==> src/rtl/fisc_uart_pkg.sv <==
// Shared definitions for the FISC UART: FSM state encodings, bit-count width, default parameters.
// Latency: n/a (types and constants only).
// Backpressure: n/a.
package fisc_uart_pkg;

    // Common encoding for the TX and RX serial state machines.
    typedef enum logic [1:0] {
        ST_IDLE  = 2'd0,
        ST_START = 2'd1,
        ST_DATA  = 2'd2,
        ST_STOP  = 2'd3
    } uart_state_t;

    // Counts the 8 data bits of a frame.
    localparam int BIT_CNT_W = 3;

    localparam int DEF_CLKS_PER_BIT = 16;
    localparam int DEF_RX_DEPTH     = 16;

endpackage

==> src/rtl/fisc_uart_fifo.sv <==
// Synchronous show-ahead FIFO: head entry is visible on head_dat whenever empty is low.
// Latency: a push is visible at the head after the push edge; a pop advances the head after its edge.
// Backpressure: push while full is dropped unless a pop happens in the same cycle; pop while empty is ignored.
//
// Ports: clk, rst_n (async active-low), push/push_dat, pop, full, empty, head_dat.
module fisc_uart_fifo #(
    parameter int DEPTH = 16,
    parameter int WIDTH = 8
) (
    input  logic             clk,
    input  logic             rst_n,
    input  logic             push,
    input  logic [WIDTH-1:0] push_dat,
    input  logic             pop,
    output logic             full,
    output logic             empty,
    output logic [WIDTH-1:0] head_dat
);

    localparam int AW = $clog2(DEPTH);
    localparam logic [AW:0] PTR_ONE = (AW+1)'(1);

    logic [WIDTH-1:0] mem [DEPTH];
    // One extra pointer bit tells a full FIFO from an empty one.
    logic [AW:0] wr_ptr;
    logic [AW:0] rd_ptr;
    logic        do_push;
    logic        do_pop;

    assign empty    = (wr_ptr == rd_ptr);
    assign full     = (wr_ptr[AW] != rd_ptr[AW]) && (wr_ptr[AW-1:0] == rd_ptr[AW-1:0]);
    assign do_pop   = pop && !empty;
    // A simultaneous pop frees the slot, so a push into a full FIFO still lands.
    assign do_push  = push && (!full || do_pop);
    assign head_dat = mem[rd_ptr[AW-1:0]];

    always_ff @(posedge clk or negedge rst_n) begin
        if (!rst_n) begin
            wr_ptr <= '0;
            rd_ptr <= '0;
        end else begin
            if (do_push) wr_ptr <= wr_ptr + PTR_ONE;
            if (do_pop)  rd_ptr <= rd_ptr + PTR_ONE;
        end
    end

    always_ff @(posedge clk) begin
        if (do_push) mem[wr_ptr[AW-1:0]] <= push_dat;
    end

endmodule

==> src/rtl/fisc_uart.sv <==
// 8N1 UART for the FISC CPU data-bus slot: one-deep TX holding register + shifter, RX into a show-ahead FIFO.
// Latency: TX start bit one cycle after the write strobe; RX byte visible right after the stop-sample edge.
// Backpressure: writes while tx_ready=0 are dropped; RX bytes arriving with the FIFO full are dropped and flag rx_err.
//
// Ports: i_clk, reset (async active-low), databus/tx_wr_n (CPU write), rx_rd_n (CPU pop),
//        UARTval/rx_avail/tx_ready/rx_err (CPU-visible status), rxd/txd (serial lines).
module fisc_uart
    import fisc_uart_pkg::*;
#(
    parameter int CLKS_PER_BIT = DEF_CLKS_PER_BIT,
    parameter int RX_DEPTH     = DEF_RX_DEPTH
) (
    input  logic       i_clk,
    input  logic       reset,
    input  logic [7:0] databus,
    input  logic       tx_wr_n,
    input  logic       rx_rd_n,
    output logic [7:0] UARTval,
    output logic       rx_avail,
    output logic       tx_ready,
    output logic       rx_err,
    input  logic       rxd,
    output logic       txd
);

    localparam int CNT_W = $clog2(CLKS_PER_BIT);
    localparam logic [CNT_W-1:0] CNT_LAST = CNT_W'(CLKS_PER_BIT - 1);
    localparam logic [CNT_W-1:0] CNT_HALF = CNT_W'(CLKS_PER_BIT / 2 - 1);
    localparam logic [CNT_W-1:0] CNT_ONE  = CNT_W'(1);
    localparam logic [BIT_CNT_W-1:0] BIT_LAST = '1;

    // ---------------- transmit ----------------
    uart_state_t          tx_state;
    logic [CNT_W-1:0]     tx_cnt;
    logic [BIT_CNT_W-1:0] tx_bit;
    logic [7:0]           tx_shift;
    logic [7:0]           hold_dat;
    logic                 hold_full;

    assign tx_ready = ~hold_full;

    always_ff @(posedge i_clk or negedge reset) begin
        if (!reset) begin
            tx_state  <= ST_IDLE;
            tx_cnt    <= '0;
            tx_bit    <= '0;
            tx_shift  <= '0;
            hold_dat  <= '0;
            hold_full <= 1'b0;
            txd       <= 1'b1;
        end else begin
            // The strobe only lands when the holding register is empty, and the FSM
            // only drains it when full, so these two never fight over hold_full.
            if (!tx_wr_n && !hold_full) begin
                hold_dat  <= databus;
                hold_full <= 1'b1;
            end
            case (tx_state)
                ST_IDLE: begin
                    txd <= 1'b1;
                    if (hold_full) begin
                        tx_shift  <= hold_dat;
                        hold_full <= 1'b0;
                        tx_cnt    <= '0;
                        txd       <= 1'b0;
                        tx_state  <= ST_START;
                    end
                end
                ST_START: begin
                    if (tx_cnt == CNT_LAST) begin
                        tx_cnt   <= '0;
                        tx_bit   <= '0;
                        txd      <= tx_shift[0];
                        tx_state <= ST_DATA;
                    end else begin
                        tx_cnt <= tx_cnt + CNT_ONE;
                    end
                end
                ST_DATA: begin
                    if (tx_cnt == CNT_LAST) begin
                        tx_cnt <= '0;
                        if (tx_bit == BIT_LAST) begin
                            txd      <= 1'b1;
                            tx_state <= ST_STOP;
                        end else begin
                            tx_bit   <= tx_bit + 1'b1;
                            tx_shift <= {1'b0, tx_shift[7:1]};
                            txd      <= tx_shift[1];
                        end
                    end else begin
                        tx_cnt <= tx_cnt + CNT_ONE;
                    end
                end
                ST_STOP: begin
                    if (tx_cnt == CNT_LAST) begin
                        tx_cnt <= '0;
                        // Chain straight into the next start bit: no idle gap between frames.
                        if (hold_full) begin
                            tx_shift  <= hold_dat;
                            hold_full <= 1'b0;
                            txd       <= 1'b0;
                            tx_state  <= ST_START;
                        end else begin
                            txd      <= 1'b1;
                            tx_state <= ST_IDLE;
                        end
                    end else begin
                        tx_cnt <= tx_cnt + CNT_ONE;
                    end
                end
                default: tx_state <= ST_IDLE;
            endcase
        end
    end

    // ---------------- receive ----------------
    uart_state_t          rx_state;
    logic [CNT_W-1:0]     rx_cnt;
    logic [BIT_CNT_W-1:0] rx_bit;
    logic [7:0]           rx_shift;
    logic [1:0]           rx_sync;
    logic                 rx_s;
    // Set once the line has been seen high in IDLE; stops a held-low line
    // (e.g. after a framing error) from retriggering a start bit.
    logic                 rx_armed;

    logic       pop_req;
    logic       stop_sample;
    logic       fifo_push;
    logic       fifo_full;
    logic       fifo_empty;
    logic       err_set;
    logic [7:0] fifo_head;

    assign rx_s        = rx_sync[1];
    assign pop_req     = ~rx_rd_n;
    assign stop_sample = (rx_state == ST_STOP) && (rx_cnt == CNT_LAST);
    assign fifo_push   = stop_sample && rx_s && (!fifo_full || pop_req);
    assign err_set     = stop_sample && (!rx_s || (fifo_full && !pop_req));

    always_ff @(posedge i_clk or negedge reset) begin
        if (!reset) begin
            rx_sync  <= 2'b11;
            rx_state <= ST_IDLE;
            rx_cnt   <= '0;
            rx_bit   <= '0;
            rx_shift <= '0;
            rx_armed <= 1'b0;
            rx_err   <= 1'b0;
        end else begin
            rx_sync <= {rx_sync[0], rxd};

            if (err_set)      rx_err <= 1'b1;
            else if (pop_req) rx_err <= 1'b0;

            case (rx_state)
                ST_IDLE: begin
                    if (rx_s) begin
                        rx_armed <= 1'b1;
                    end else if (rx_armed) begin
                        rx_cnt   <= '0;
                        rx_state <= ST_START;
                    end
                end
                ST_START: begin
                    // Mid start bit: a high line here means it was only a glitch.
                    if (rx_cnt == CNT_HALF) begin
                        rx_cnt   <= '0;
                        rx_bit   <= '0;
                        rx_state <= rx_s ? ST_IDLE : ST_DATA;
                    end else begin
                        rx_cnt <= rx_cnt + CNT_ONE;
                    end
                end
                ST_DATA: begin
                    if (rx_cnt == CNT_LAST) begin
                        rx_cnt   <= '0;
                        rx_shift <= {rx_s, rx_shift[7:1]};
                        if (rx_bit == BIT_LAST) rx_state <= ST_STOP;
                        else                    rx_bit   <= rx_bit + 1'b1;
                    end else begin
                        rx_cnt <= rx_cnt + CNT_ONE;
                    end
                end
                ST_STOP: begin
                    if (rx_cnt == CNT_LAST) begin
                        rx_cnt   <= '0;
                        rx_armed <= 1'b0;
                        rx_state <= ST_IDLE;
                    end else begin
                        rx_cnt <= rx_cnt + CNT_ONE;
                    end
                end
                default: rx_state <= ST_IDLE;
            endcase
        end
    end

    fisc_uart_fifo #(
        .DEPTH (RX_DEPTH),
        .WIDTH (8)
    ) u_rx_fifo (
        .clk      (i_clk),
        .rst_n    (reset),
        .push     (fifo_push),
        .push_dat (rx_shift),
        .pop      (pop_req),
        .full     (fifo_full),
        .empty    (fifo_empty),
        .head_dat (fifo_head)
    );

    assign rx_avail = ~fifo_empty;
    assign UARTval  = fifo_empty ? 8'h00 : fifo_head;

endmodule
==> config.mk <==
export PLATFORM = sky130hd
export DESIGN_NAME = fisc_uart
export DESIGN_NICKNAME = d
export VERILOG_FILES = /design/src/rtl/fisc_uart_pkg.sv /design/src/rtl/fisc_uart_fifo.sv /design/src/rtl/fisc_uart.sv
export SDC_FILE = /design/constraint.sdc
export NUM_CORES = 1
export LEC_CHECK = 0
export BUFFER_PORTS_ARGS = -buffer_cell sky130_fd_sc_hd__buf_2
export CAP_MARGIN = 20
export CORE_AREA = 4 4 101 141
export CTS_CLUSTER_DIAMETER = 30
export DETAILED_ROUTE_END_ITERATION = 12
export DIE_AREA = 0 0 105 145
export MAX_ROUTING_LAYER = met4
export PLACE_DENSITY = 0.89
export SYNTH_ARGS = -nofsm -noshare
export SYNTH_HDL_FRONTEND = slang
export SYNTH_SLANG_ARGS = --single-unit
==> constraint.sdc <==
create_clock -name i_clk -period 2.4 [get_ports i_clk]
set_clock_uncertainty 0.05 [all_clocks]
set_input_delay 0.12 -clock i_clk [delete_from_list [all_inputs] [get_ports i_clk]]
set_output_delay 0.12 -clock i_clk [all_outputs]
set_load 0.005 [all_outputs]
==> results.sh <==
export IMPL_outcome="complete, no violations"
export IMPL_cp_required_ps=2230
export IMPL_slew_viol_final=0
export IMPL_synthesis_area_um2=7840
export IMPL_antenna_found_initial=0
export IMPL_ys_dominant_reg_cell="edfxtp_1"
export IMPL_start_util_pct=60.9
export IMPL_p_leak_nw=3.30
export IMPL_yosysMostFrequentCell="edfxtp_1"
export IMPL_async_flop_share_pct=31.2
export IMPL_clockBufferDepth=2
export IMPL_hold_viol=0
export IMPL_port_buffers=24
export IMPL_n_fill_cell=807
export IMPL_vias_per_cell=6.36
export IMPL_clock_latency_ps=420
export IMPL_avgSynthCellArea_um2=16.3
export IMPL_cp_arrival_ps=2160
export IMPL_crit_path_end_kind="output port"
export IMPL_grt_pass1_wl_mm=26.2
export IMPL_grt_max_degree=25
export IMPL_synth_cells=481
export IMPL_fin_setup_tns_ps=0
export IMPL_post_place_cells=651
export IMPL_ir_worst_vdd_uv=745
export IMPL_firstDrtPassIters=5
export IMPL_drive_above_1_share_pct=26.8
export IMPL_crit_path_max_fanout=16
export IMPL_route_detailed_wl_per_inst_um=23.4
export IMPL_max_freq_mhz=429
export IMPL_yosys_area_share_simple_pct=6.34
export IMPL_maxCapViolations=0
export IMPL_synth_adder_area_share_pct=2.55
export IMPL_wirelength_mm=16.3
export IMPL_tightest_slew_ps=820
export IMPL_yosysTopAreaCellShare_pct=49.0
export IMPL_synth_top_family_by_area="multiplexers"
export IMPL_synth_seq_cells=186
export IMPL_hpwlAfterDp_mm=10.5
export IMPL_slowest_delay_ps=540
export IMPL_synth_edf_count=128
export IMPL_diodes=0
export IMPL_root_buffer="clkbuf_16"
export IMPL_rsz0062_at_grt="false"
export IMPL_fin_hold_ws_ps=148
export IMPL_fp_dieH_um=145
export IMPL_netlist_top_cells_count="edfxtp_1 (128), dfrtp_1 (55), mux4_2 (32)"
export IMPL_gp_congestion=0.847
export IMPL_syn_nets=510
export IMPL_fp_row_count=49
export IMPL_path_class="flip-flop to output port"
export IMPL_synth_xor_area_share_pct=1.68
export IMPL_slowest_stage="mux4_2"
export IMPL_post_route_drc_count=0
export IMPL_cp_cell_sequence="buf_12 -> mux4_2 -> a22oi_1 -> a21oi_1 -> buf_2"
export IMPL_syn2layout_area_growth_pct=14.0
export IMPL_start_kind="flip-flop"
export IMPL_p_per_area_nw_per_um2=1100
export IMPL_clkSinkCount=186
export IMPL_period_share_pct=97.2
export IMPL_synth_cell_type_count=51
export IMPL_nets=561
export IMPL_ant_nets=0
export IMPL_finalCriticalPeriod_ps=2330
export IMPL_die_area_um2=15200
export IMPL_path_clk_slew_ps=70
export IMPL_drt_initial_drc_count=318
export IMPL_ios=25
export IMPL_first_global_vias=4606
export IMPL_fin_cells=698
export IMPL_synth_area_top_cells="edfxtp_1 (49%), dfrtp_1 (18%), mux4_2 (9.2%)"
export IMPL_htreeDepth=4
export IMPL_slew_headroom_pct=45.4
export IMPL_min_path_type="input port to async pin"
export IMPL_muxShareOfSynthArea_pct=12.2
export IMPL_yosysTopAreaCell="edfxtp_1"
export IMPL_core_um2=12900
export IMPL_setup_viol=0
export IMPL_grt_usage_pct=23.5
export IMPL_ys_warn_count=0
export IMPL_cts_tree="done"
export IMPL_synth_compound_area_share_pct=7.60
export IMPL_vias=4437
export IMPL_cts_made_buffers=17
export IMPL_grt_ovfl_total=0
export IMPL_die_x_um=105
export IMPL_synth_seq_area_share_pct=67.6
registers in the layout (all words and copies together), names as in the netlist, named ones only:
| register | cells |
|---|---|
| rx_shift | 8 |
| tx_state | 2 |
| tx_cnt | 4 |
| rx_bit | 3 |
| rx_armed | 1 |
| rx_cnt | 4 |
| rx_state | 1 |
| u_rx_fifo.mem | 128 |
| rx_err | 1 |
| hold_dat | 8 |
| txd | 1 |
| hold_full | 1 |
| tx_bit | 3 |
| tx_shift | 8 |
| u_rx_fifo.rd_ptr | 5 |
| rx_sync | 2 |
| u_rx_fifo.wr_ptr | 5 |
layout by cell type, fill, tap and decap left out, drive strengths merged, types with 2 or more instances in the layout:
| cell type | count |
|---|---|
| buf | 43 |
| dfstp | 3 |
| nand4 | 4 |
| o21bai | 2 |
| ha | 16 |
| dfrtp | 55 |
| clkinv | 5 |
| xnor2 | 14 |
| and2 | 3 |
| o211ai | 4 |
| nor2 | 13 |
| and3b | 2 |
| mux2i | 2 |
| a32o | 2 |
| nor2b | 9 |
| o21ai | 26 |
| o21a | 11 |
| o22a | 7 |
| dlygate4sd3 | 12 |
| mux2 | 19 |
| inv | 21 |
| clkinvlp | 3 |
| nand2 | 17 |
| a22oi | 16 |
| nor3b | 2 |
| edfxtp | 128 |
| clkbuf | 17 |
| nor3 | 3 |
| and4 | 4 |
| a21oi | 12 |
| and3 | 17 |
| mux4 | 32 |
| nand3 | 6 |
path summary, 6_finish.rpt:
path,start,depth (start not counted),slack [ps],to
setup reg to reg,rx_cnt[0],6,130,u_rx_fifo.mem[11][6]
min in group i_clk,rxd,2,290,rx_sync[0]
hold reg to reg,rx_sync[0],0,310,rx_sync[1]
setup / recovery,u_rx_fifo.rd_ptr[0],5,70,UARTval[6]
max in group asynchronous,reset,3,1460,u_rx_fifo.rd_ptr[0]
hold / removal,reset,2,150,rx_bit[2]
critical path: cells and delay by family, from the launching register on:
| kind | cells | cell delay [ps] |
|---|---|---|
| compound gates | 2 | 360 |
| mux | 1 | 540 |
| buf+inv | 2 | 360 |
| flops | 1 | 480 |
layout make-up:
cell class | instances | area, um^2 | area share (%)
inverters | 14 | 52.6 | 0.588
well taps | 153 | 191 | 2.14
flip-flops and latches | 186 | 5300 | 59.3
repair buffers | 55 | 428 | 4.79
clock inverters | 15 | 138 | 1.54
multi-input cells | 258 | 2400 | 26.8
clock buffers | 17 | 425 | 4.76
per-stage QoR:
step	cell area [um^2]	power [W]	setup WS, ps	util [%]
detailed placement	8190	0.00709	102	63.6
finish	8930	0.00981	68.4	69.4
global route	8930	0.0103	6.84	69.4
floorplan	7840	0.00622	305	-
CTS	8920	0.00985	26.5	69.3
global placement	8190	0.00694	230	63.6
repair_timing:
item | in CTS | in global routing
endpoints found under the setup margin | 2 | 78
hold endpoints to repair | 33 | 0
gates resized for setup | 0 | 12
cloned | 1 | 0
hold buffers | 12 | 0
buffers inserted | 2 | 0
layer usage:
metal	routed length, um	global-route usage, %	up-vias
li1	-	-	1987
met1	6010	27.3	2229
met2	9000	40.7	185
met3	891	4.04	36
met4	444	9.26	0
met5	0	-	-
kinds of logic after synthesis:
kind of cell               Yosys count
DFF                                186
AOI/OAI and AO/OA                   89
and+or+nand+nor                     85
muxes                               53
buffers and inverters               37
adders and majority gates           16
xor gates and xnor gates            15
report_power, final:
part           leakage (nW)  internal (W)  switching [W]
registers              1.87       0.00376       0.000352
clock network         0.271       0.00137        0.00127
logic                  1.16       0.00153        0.00153
No activity file was read; power rests on OpenSTA's default activity.
